`config.mk`:
```
export PLATFORM = sky130hd
export DESIGN_NAME = odd_parity_frame_tx
export DESIGN_NICKNAME = d
export VERILOG_FILES = /design/src/rtl/odd_parity_tx_pkg.sv /design/src/rtl/odd_parity_gen.sv /design/src/rtl/odd_parity_frame_tx.sv
export SDC_FILE = /design/constraint.sdc
export NUM_CORES = 1
export LEC_CHECK = 0
export BUFFER_PORTS_ARGS = -buffer_cell sky130_fd_sc_hd__buf_2
export CAP_MARGIN = 10
export CELL_PAD_IN_SITES_DETAIL_PLACEMENT = 1
export CELL_PAD_IN_SITES_GLOBAL_PLACEMENT = 1
export CORE_MARGIN = 5
export CORE_UTILIZATION = 37
export CTS_CLUSTER_DIAMETER = 100
export DETAILED_ROUTE_END_ITERATION = 8
export GPL_ROUTABILITY_DRIVEN = 0
export MAX_ROUTING_LAYER = met4
export PLACE_DENSITY_LB_ADDON = 0.1
export SKIP_CTS_REPAIR_TIMING = 1
export SLEW_MARGIN = 20
export SYNTH_ARGS = -nofsm -noshare
export SYNTH_HDL_FRONTEND = slang
export SYNTH_SLANG_ARGS = --single-unit
```
`constraint.sdc`:
```
create_clock -name clk -period 1.5 [get_ports clk]
set_input_delay 0.075 -clock clk [delete_from_list [all_inputs] [get_ports clk]]
set_output_delay 0.075 -clock clk [all_outputs]
set_load 0.02 [all_outputs]
```
`src/rtl/odd_parity_tx_pkg.sv`:
```
// Shared types and line levels for the odd-parity serial frame transmitter.
package odd_parity_tx_pkg;

    // Frame sequencing states; STOP may loop straight back to START.
    typedef enum logic [2:0] {
        IDLE,
        START,
        DATA,
        PARITY,
        STOP
    } tx_state_e;

    // Serial line level while nothing is being sent.
    localparam logic LINE_IDLE = 1'b1;
    // Serial line level of the start bit.
    localparam logic START_LVL = 1'b0;

endpackage

```
`src/rtl/odd_parity_gen.sv`:
```
// Combinational odd-parity generator: output makes the total count of ones odd.
module odd_parity_gen #(
    parameter int WIDTH = 4
) (
    input  logic [WIDTH-1:0] data_i,
    output logic             parity_o
);

    // XNOR reduction yields 1 when data_i holds an even number of ones.
    assign parity_o = ~^data_i;

endmodule

```
`src/rtl/odd_parity_frame_tx.sv`:
```
// Serial frame transmitter: start(0), data LSB-first, odd parity, stop(1).
// One frame in flight; a new word may be accepted on the last STOP cycle.
module odd_parity_frame_tx
    import odd_parity_tx_pkg::*;
#(
    parameter int WIDTH        = 4,
    parameter int CLKS_PER_BIT = 4
) (
    input  logic             clk,
    input  logic             rst_n,
    input  logic [WIDTH-1:0] data_in,
    input  logic             in_valid,
    output logic             in_ready,
    output logic             tx_out,
    output logic             busy,
    output logic             frame_done
);

    localparam int BAUD_W = (CLKS_PER_BIT > 1) ? $clog2(CLKS_PER_BIT) : 1;
    localparam int BIT_W  = (WIDTH > 1) ? $clog2(WIDTH) : 1;
    localparam logic [BAUD_W-1:0] BAUD_MAX = BAUD_W'(CLKS_PER_BIT - 1);
    localparam logic [BIT_W-1:0]  BIT_MAX  = BIT_W'(WIDTH - 1);

    tx_state_e          state_q, state_d;
    logic [BAUD_W-1:0]  baud_q, baud_d;
    logic [BIT_W-1:0]   bit_q, bit_d;
    logic [WIDTH-1:0]   shift_q, shift_d;
    logic               par_q, par_d;
    logic               tx_q, tx_d;
    logic               busy_q, busy_d;
    logic               par_w;
    logic               baud_last;

    odd_parity_gen #(
        .WIDTH(WIDTH)
    ) u_par (
        .data_i  (data_in),
        .parity_o(par_w)
    );

    assign tx_out = tx_q;
    assign busy   = busy_q;

    // State, counters, shift register and registered line outputs.
    always_ff @(posedge clk) begin
        if (!rst_n) begin
            state_q <= IDLE;
            baud_q  <= '0;
            bit_q   <= '0;
            shift_q <= '0;
            par_q   <= 1'b0;
            tx_q    <= LINE_IDLE;
            busy_q  <= 1'b0;
        end else begin
            state_q <= state_d;
            baud_q  <= baud_d;
            bit_q   <= bit_d;
            shift_q <= shift_d;
            par_q   <= par_d;
            tx_q    <= tx_d;
            busy_q  <= busy_d;
        end
    end

    // Next-state, bit timing, handshake ready and end-of-frame pulse.
    always_comb begin
        state_d    = state_q;
        baud_d     = baud_q;
        bit_d      = bit_q;
        shift_d    = shift_q;
        par_d      = par_q;
        tx_d       = tx_q;
        busy_d     = busy_q;
        in_ready   = 1'b0;
        frame_done = 1'b0;
        baud_last  = (baud_q == BAUD_MAX);

        // Baud counter free-runs 0..CLKS_PER_BIT-1 while a frame is on the line.
        if (state_q != IDLE) begin
            baud_d = baud_last ? '0 : baud_q + BAUD_W'(1);
        end

        case (state_q)
            IDLE: begin
                in_ready = 1'b1;
                baud_d   = '0;
            end
            START: begin
                if (baud_last) begin
                    state_d = DATA;
                    bit_d   = '0;
                    tx_d    = shift_q[0];
                end
            end
            DATA: begin
                if (baud_last) begin
                    if (bit_q == BIT_MAX) begin
                        state_d = PARITY;
                        tx_d    = par_q;
                    end else begin
                        bit_d   = bit_q + BIT_W'(1);
                        shift_d = shift_q >> 1;
                        tx_d    = shift_d[0];
                    end
                end
            end
            PARITY: begin
                if (baud_last) begin
                    state_d = STOP;
                    tx_d    = LINE_IDLE;
                end
            end
            STOP: begin
                if (baud_last) begin
                    in_ready   = 1'b1;
                    frame_done = 1'b1;
                    state_d    = IDLE;
                    busy_d     = 1'b0;
                end
            end
            default: begin
                state_d = IDLE;
                tx_d    = LINE_IDLE;
                busy_d  = 1'b0;
            end
        endcase

        // An accepted word starts a frame immediately, overriding any STOP->IDLE exit.
        if (in_valid && in_ready) begin
            state_d = START;
            tx_d    = START_LVL;
            busy_d  = 1'b1;
            baud_d  = '0;
            bit_d   = '0;
            shift_d = data_in;
            par_d   = par_w;
        end
    end

endmodule

```
==> metrics.md <==
| Metric | Value |
|---|---|
| CP max FO | `6` |
| Kind of critical path | `register to output port` |
| Chip Height | `56.38 um` |
| Sequential fraction of the synthesis area | `a little over a third` |
| CP Capture Type | `output port` |
| CTS Buf Count | `3` |
| EDFF count, synth | `0` |
| Tot GR Track Use | `~14%` |
| Vias | `707` |
| Die area | `around 0.0032 mm^2` |
| Max Buffers Root-to-Sink | `2` |
| Crit path launch type | `register` |
| FMAX | `roughly 690 MHz` |
| Yosys top cell by area | `dfxtp_1` |
| Largest net degree at the start of global routing | `15` |
| Asr flop ratio synth | `0%` |
| Rows | `16` |
| Reg-to-reg setup timing slack | `just under 0.05 ns` |
| CTS tree | `done` |
| WP data required | `between 1 and 1.5 ns` |
| Wirelength, routed | `around 2000 um` |
| Max-Cap Viols | `0` |
| Detailed Route Iter0 Violations | `8` |
| Slew headroom | `between 70% and 80%` |
| Hpwl dp | `approximately 1600 um` |
| Die width | `roughly 56 um` |
| Mapped cell area | `roughly 800 um^2` |
| Slew @ Worst Pin | `between 0.3 and 0.4 ns` |
| P per Cell Area | `about 900 mW/mm^2` |
| Primary FF master, synth | `dfxtp_1` |
| Yosys cell types | `37` |
| Final Critical Period | `between 1 and 1.5 ns` |
| ANT nets after route | `0` |
| Global-route wire length before repair | `about 3600 um` |
| Number of diodes | `0` |
| Vias in the first global route | `about 780` |
| Antenna violations before repair | `0` |
| Synth Net Count | `between 90 and 100` |
| WP data arrival | `1.38 ns` |
| Synthesized instance count | `between 80 and 90` |
| Drt wl/cell | `about 15 um` |
| Final Max Tran Viols | `0` |
| Maximum vdd drop | `0.5472 mV` |
| Min-Delay Path Class | `primary input to register` |
| Drt drc | `0` |
| Sink Count | `14` |
| Yosys reg bits | `14` |
| Port Buffers | `10` |
| Final Util | `around half` |
| Worst-Skew Late Latency | `roughly 0.28 ns` |
| Worst-path clk slew | `about 0.090 ns` |
| Share of post-route cells with drive strength above 1 | `33.02%` |
| Yosys Warn Count | `0` |
| Root buffer cell | `clkbuf_4` |
| CORE AREA | `~0.002 mm^2` |
| Pleak | `roughly 0.39 nW` |
| Fin crit share | `96.75%` |
| Starting Density | `around two fifths` |
| Drt pass-1 iters | `4` |
| Final setup TNS | `0 ns` |
| Status | `completed` |
| DR vias/cell | `5.316` |
| # nets final | `116` |
| Mean post-synth cell area | `between 8 and 9 um^2` |
| Count leader, synth | `dfxtp_1` |
| Congestion Overflow GR | `0` |
| Final hold violation count | `0` |
| Area Overhead vs Synth | `22.17%` |
| Yosys top cell area share | `35.22%` |
| Synth area leaders | `dfxtp_1 (35%), mux2i_1 (6.3%), o21ai_1 (3.8%)` |
| Final setup viols | `0` |
| Num ports | `11` |
| H-tree levels | `1` |
| Skew final | `about 0.0056 ns` |
| Top cells by instance count after synthesis | `dfxtp_1 (14), nand2_1 (8), o21ai_1 (6), mux2i_1 (5)` |
placed cells by master (no fill, tap or decap), types with 2 or more instances in the layout:
master / n
dfxtp_1: 13
buf_2: 10
nand2_1: 8
buf_4: 8
o21ai_1: 6
mux2i_1: 5
nor2b_1: 4
a21boi_1: 4
a21oi_2: 3
nor3b_1: 3
a21oi_1: 3
xnor2_1: 3
clkbuf_4: 3
nor2_4: 2
a31oi_1: 2
nor2_1: 2
nor4b_1: 2
nor3_1: 2
ha_2: 2
flip-flops by register name, indices dropped and copies added (netlist names):
| signal | count |
|---|---|
| tx_out | 1 |
| busy | 1 |
| bit_q | 2 |
| state_q | 3 |
| baud_q | 2 |
| par_q | 1 |
| shift_q | 4 |
final timing paths:
check | start | endpoint | cells after the start
worst max-delay path | baud_q[0] | in_ready | 4
worst min-delay path | data_in[3] | shift_q[3] | 3
worst max register to register | state_q[0] | shift_q[2] | 4
worst min register to register | baud_q[0] | baud_q[0] | 1
logic make-up after synthesis:
| group | synth area share (%) |
|---|---|
| AOI/OAI and AO/OA | 22.17 |
| xor gates and xnor gates | 4.403 |
| adders and majority gates | 3.144 |
| buffers and inverters | 3.930 |
| DFF | 35.22 |
| muxes | 6.290 |
| and+or+nand+nor | 24.84 |
per-layer routing:
layer / up-vias / part of all wire, % / global-route usage (%) / wire [um]
met3: 2 / 3.0 / 4.128 / 62
li1: 353 / - / - / -
met4: 0 / 0.34 / 2.034 / 7
met5: - / 0 / - / 0
met2: 9 / 53 / 25.38 / 1080
met1: 343 / 43 / 16.74 / 885
per-stage QoR:
step | cells | total power, mW | setup WS (ns) | instance area [um^2] | hold slack [ns]
floorplan | 89 | 0.5472 | 0.03504 | 795.8 | 0.2099
global placement | 129 | 0.5988 | 0.06668 | 915.9 | 0.3562
detailed placement | 129 | 0.6075 | -0.003406 | 915.9 | 0.3458
CTS | 133 | 0.8862 | -0.08813 | 952.2 | 0.03816
global route | 133 | 0.9362 | -0.01116 | 972.2 | 0.02692
finish | 133 | 0.8819 | 0.04882 | 972.2 | 0.04045
final cells by class:
| class | count | area (um^2) |
|---|---|---|
| tap | 27 | 33.78 |
| fill | 249 | 1030 |
| clock buffer | 4 | 36.28 |
| timing repair buffer | 18 | 110.1 |
| sequential | 14 | 281.5 |
| multi-input combinational | 68 | 503.0 |
| inverter | 2 | 7.507 |
critical path, cell delays in order (launching register included):
cell and delay, ns:
dfxtp_1 0.35, ha_2 0.21, and2b_4 0.23, nor3_2 0.11, buf_2 0.19
power breakdown:
part / switching (mW) / internal (mW)
clock network: 0.132 / 0.148
registers: 0.0172 / 0.398
logic: 0.101 / 0.0868
Note: power is estimated with default switching activity, not from simulation.
